--- src/rtl/out_ctrl.sv ---
// Drains per-core results into dst_buf: issues one read strobe per channel with a
// strided address, then a one-cycle write-back tail with a done pulse.
module out_ctrl #(
    parameter int F_NUM = 16,
    parameter int OA_W  = 13
) (
    input  logic            clk,
    input  logic            reset,
    input  logic            start,
    input  logic [OA_W-1:0] base,
    input  logic [9:0]      os,
    input  logic [3:0]      od,
    input  logic            hold,
    output logic            outr,
    output logic [3:0]      ra,
    output logic [OA_W-1:0] oa,
    output logic            wv,
    output logic [OA_W-1:0] wa,
    output logic            busy,
    output logic            done
);

    typedef enum logic [1:0] {IDLE, RUN, DRAIN} state_t;

    localparam logic [3:0] OD_MAX = 4'(F_NUM - 1);

    state_t          state, state_nx;
    logic [3:0]      idx, idx_nx;
    logic [3:0]      od_l, od_l_nx;
    logic [OA_W-1:0] acc, acc_nx;
    logic [OA_W-1:0] base_l, base_l_nx;
    logic [9:0]      os_l, os_l_nx;
    logic            outr_nx, done_nx;
    logic [3:0]      ra_nx;
    logic [OA_W-1:0] oa_nx;
    logic [3:0]      od_clamp;

    assign od_clamp = (od > OD_MAX) ? OD_MAX : od;
    assign busy     = (state != IDLE);

    // Outputs are registered, so each decision prepares the next cycle's strobe:
    // idx/acc always point at the channel still waiting to be issued.
    always_comb begin
        state_nx  = state;
        idx_nx    = idx;
        acc_nx    = acc;
        od_l_nx   = od_l;
        base_l_nx = base_l;
        os_l_nx   = os_l;
        outr_nx   = 1'b0;
        ra_nx     = ra;
        oa_nx     = oa;
        done_nx   = 1'b0;
        case (state)
            IDLE: begin
                if (start) begin
                    base_l_nx = base;
                    os_l_nx   = os;
                    od_l_nx   = od_clamp;
                    outr_nx   = 1'b1;
                    ra_nx     = 4'd0;
                    oa_nx     = base;
                    idx_nx    = 4'd1;
                    acc_nx    = base + OA_W'(os);
                    state_nx  = RUN;
                end
            end
            RUN: begin
                if (outr && (ra == od_l)) begin
                    state_nx = DRAIN;
                    done_nx  = 1'b1;
                end else if (!hold) begin
                    outr_nx = 1'b1;
                    ra_nx   = idx;
                    oa_nx   = acc;
                    idx_nx  = idx + 4'd1;
                    acc_nx  = acc + OA_W'(os_l);
                end
            end
            DRAIN: state_nx = IDLE;
            default: state_nx = IDLE;
        endcase
    end

    always_ff @(posedge clk) begin
        if (reset) begin
            state  <= IDLE;
            idx    <= '0;
            acc    <= '0;
            od_l   <= '0;
            base_l <= '0;
            os_l   <= '0;
            outr   <= 1'b0;
            ra     <= '0;
            oa     <= '0;
            wv     <= 1'b0;
            wa     <= '0;
            done   <= 1'b0;
        end else begin
            state  <= state_nx;
            idx    <= idx_nx;
            acc    <= acc_nx;
            od_l   <= od_l_nx;
            base_l <= base_l_nx;
            os_l   <= os_l_nx;
            outr   <= outr_nx;
            ra     <= ra_nx;
            oa     <= oa_nx;
            wv     <= outr;
            wa     <= oa;
            done   <= done_nx;
        end
    end

endmodule

--- config.mk ---
export PLATFORM = sky130hd
export DESIGN_NAME = out_ctrl
export DESIGN_NICKNAME = d
export VERILOG_FILES = /design/src/rtl/out_ctrl.sv
export SDC_FILE = /design/constraint.sdc
export NUM_CORES = 1
export LEC_CHECK = 0
export ABC_AREA = 0
export CORE_MARGIN = 1
export CORE_UTILIZATION = 47
export CTS_BUF_LIST = sky130_fd_sc_hd__clkbuf_16
export DETAILED_ROUTE_END_ITERATION = 8
export PLACE_DENSITY = 0.73
export SYNTH_ARGS = -nofsm -noshare
export SYNTH_HDL_FRONTEND = slang
export SYNTH_SLANG_ARGS = --single-unit
--- constraint.sdc ---
create_clock -name clk -period 1.9 [get_ports clk]
set_clock_uncertainty 0.15 [all_clocks]
set_input_delay 0.19 -clock clk [delete_from_list [all_inputs] [get_ports clk]]
set_output_delay 0.19 -clock clk [all_outputs]
set_load 0.01 [all_outputs]
==> impl_results.md <==
* Status: finished with violations
* Failing checks: negative setup slack
* Final period util at 118.1%
* Clock power frac at 36.4%
* Peak supply drop at 0.5419 mV
* TritonRoute pass-1 iters at 5
* Net switching power at 1.464 mW
* Critical path class: reg2reg
* # H-tree levels at 3
* Detail-routed via count per cell at 5.924
* CTS tree: built
* FP Rows at 30
* Fill cell count at 372
* RSZ-0062 raised after global routing: true
* Register area share after synthesis at 38.16%
* # setup viols final at 13
* Vias in the first global route at 3238
* Placer Congestion at 0.8372
* Clk sink count at 66
* CP max stage delay at 0.47 ns
* IO Pins at 65
* First-pass GRT wire length at 16170 um
* Req. time, crit path at 2.01 ns
* Max-slew headroom at 60.67%
* Antenna Nets Post-Route at 0
* Comb pwr share at 29.9%
* Power per standard cell area at 856.7 mW/mm2
* Share of post-route cells with drive strength above 1 at 34.39%
* Cell count after synthesis at 412
* Hold-fix buffers, CTS at 0
* HP Class: in2reg
* Net Count, Synth at 466
* Drt wl/cell at 19.06 um
* Hold WS at 0.02512 ns
* Residual DRC at 0
* Slowest cell on crit path: nor3_1
* Number of flops mapped to enable cells by yosys at 0
* Clk root buf: clkbuf_16
* DR vias at 3756
* Most frequent cells in the layout: 77 x nand2_1, 57 x buf_4, 54 x dfxtp_1
* Nets at 587
* Synth unique cells at 52
* Cell Int Power at 3.368 mW
* Initial Util at 49.86%
* R2R Setup Slk at -0.34 ns
* Avg Inst Size Synth at 8.403 um2
* Final hold vios at 0
* Yosys warning count at 0
* Ant. Diodes at 0
* CTS Buffer Depth at 2
* Worst Hold Path Cells at 3
* Die width at 87.83 um
* Antenna violations before repair at 0
* Skew-Pair Late Insertion Delay at 0.34 ns
* Fmax at 445.7 MHz
* Max_cap viols at 0
* I/O Buffers at 64
* Clock-pin transition on the worst setup and hold timing paths at 0.06 ns
* Die Y at 87.83 um
* Final Cell Area at 0.005640 mm2
* Synth-to-layout area growth at 62.92%
* Grt total ovfl at 0
* Leak pwr at 2.224 nW
* Pins Over Slew Limit at 0
* Die footprint at 0.007713 mm2
* CP max FO at 4
* Synth Register Bits at 66
* Crit. End Element: register
* Reg2Reg Depth at 7
* Worst-path cell chain: ha_1, nor3_1, o221ai_2, nand4_1, a211oi_2, mux2_4, o22ai_2
* Most common cell after layout, fill and taps aside: nand2_1
* Largest net degree at the start of global routing at 31
* HPWL Detailed at 6825 um
* Mapped Area at 0.003462 mm2
* Gr usage total at 28.01%
* Worst Setup Slack, final at -0.3437 ns
* CTS Buf Count at 9
* Minimum clock period at 2.244 ns
* Sw frac at 30.30%
* Asr flop ratio synth at 0%
* Post-Route WL at 12080 um
* Flop pwr share at 33.7%
* Worst Tran Pin Value at 0.5900 ns
* Main synth FF type: dfxtp_1
* Initial DRC Count at 345
* Critical Path AT at 2.36 ns
* Placed inst area at 0.004621 mm2
* Core area at 0.006944 mm2
* Startpoint Class: register
-- power groups by stage --
stage          Clock [mW]  Combinational, mW  Sequential [mW]
6_report             1.76               1.44             1.63
5_1_grt              1.84               1.54             1.64
4_1_cts              1.75               1.18             1.60
2_1_floorplan           0              0.574             1.63
3_3_place_gp            0               1.06             1.62
3_5_place_dp            0               1.09             1.62
-- sequential cells by signal (all words and copies together) (netlist names) --
| name | cells |
|---|---|
| wa | 13 |
| outr | 1 |
| state | 2 |
| wv | 1 |
| acc | 13 |
| od_l | 4 |
| idx | 4 |
| done | 1 |
| oa | 13 |
| ra | 4 |
| os_l | 10 |
-- path summary, 6_finish.rpt --
| path | endpoint | from |
|---|---|---|
| hold reg to reg | ra[3] | idx[3] |
| setup reg to reg | acc[12] | os_l[6] |
| setup / recovery | acc[12] | os_l[6] |
| hold / removal | os_l[2] | os[2] |
-- cell type report --
cell class	count	area, um2	area share, %
inverter	4	15.01	0.2662
tap	96	120.1	2.130
timing repair buffer	134	1276	22.63
multi-input combinational	318	2576	45.67
clock buffer	9	225.2	3.993
clock inverter	7	86.33	1.531
sequential	66	1341	23.78
-- cells in the mapped netlist, types with 2 or more instances --
cell type | number | share of area [%]
a211oi_1 | 8 | 1.7
nor2_1 | 30 | 3.3
nand2_1 | 79 | 8.6
o221ai_1 | 2 | 0.51
a311oi_1 | 17 | 4.3
a221oi_1 | 2 | 0.51
inv_1 | 4 | 0.43
buf_2 | 3 | 0.43
nor2b_1 | 17 | 3.1
o21ai_0 | 10 | 1.4
dfxtp_1 | 66 | 38
mux2i_1 | 2 | 0.58
xor2_1 | 10 | 2.5
nor3_1 | 11 | 1.6
a21boi_0 | 2 | 0.43
clkbuf_1 | 17 | 1.8
o211ai_1 | 4 | 0.87
ha_1 | 21 | 7.6
xnor2_1 | 11 | 2.8
a21o_1 | 8 | 1.7
nand2b_1 | 2 | 0.36
nand3b_1 | 3 | 0.65
or3_1 | 2 | 0.36
fa_1 | 2 | 1.2
a41oi_1 | 2 | 0.51
nand3_1 | 9 | 1.3
nand4_1 | 2 | 0.36
a31oi_1 | 3 | 0.54
and2_1 | 2 | 0.36
o21bai_1 | 2 | 0.43
buf_4 | 2 | 0.43
o2111ai_1 | 2 | 0.51
a21oi_1 | 36 | 5.2
-- critical path: cells and delay by family (launching register included) --
family                   cells  cell delay [ns]
adder cells (fa/ha/maj)      1             0.26
AO/OA/AOI/OAI                3             0.41
AND/OR/NAND/NOR              2             0.69
multiplexers                 1             0.32
flip-flops                   1             0.34
-- what timing repair did --
action | 4_1_cts | 5_1_grt
gates cloned | 0 | 4
setup buffers | 4 | 7
pin swaps | 27 | 50
endpoints found under the setup margin | 24 | 32
gates resized for setup | 47 | 73
-- through the flow --
| step | TNS [ns] | std cells | util, % | setup WS (ns) | power [mW] |
|---|---|---|---|---|---|
| 2_1_floorplan | -0.1391 | 412 | - | -0.06651 | 2.206 |
| 3_3_place_gp | -4.305 | 604 | 66.54 | -0.5767 | 2.676 |
| 3_5_place_dp | -5.112 | 604 | 66.54 | -0.6594 | 2.714 |
| 4_1_cts | -0.7101 | 624 | 74.38 | -0.1587 | 4.537 |
| 5_1_grt | -3.796 | 634 | 81.23 | -0.4540 | 5.017 |
| 6_report | -1.602 | 634 | 81.23 | -0.3437 | 4.832 |
-- kinds of logic after synthesis --
| family | Yosys count | share of synthesized area [%] |
|---|---|---|
| compound gates | 106 | 21.43 |
| buf+inv | 28 | 3.577 |
| fa+ha+maj | 23 | 8.746 |
| flops | 66 | 38.16 |
| simple gates | 165 | 21.86 |
| mux | 3 | 0.9035 |
| xor+xnor | 21 | 5.312 |
-- metal layers --
| layer | share of wire [%] | vias to the layer above | global-route usage (%) |
|---|---|---|---|
| li1 | - | 1715 | - |
| met5 | 0 | - | 0 |
| met2 | 48 | 199 | 43.90 |
| met3 | 8.3 | 51 | 4.901 |
| met1 | 40 | 1791 | 36.88 |
| met4 | 3.7 | 0 | 14.61 |
(Power assumes the default switching activity.)
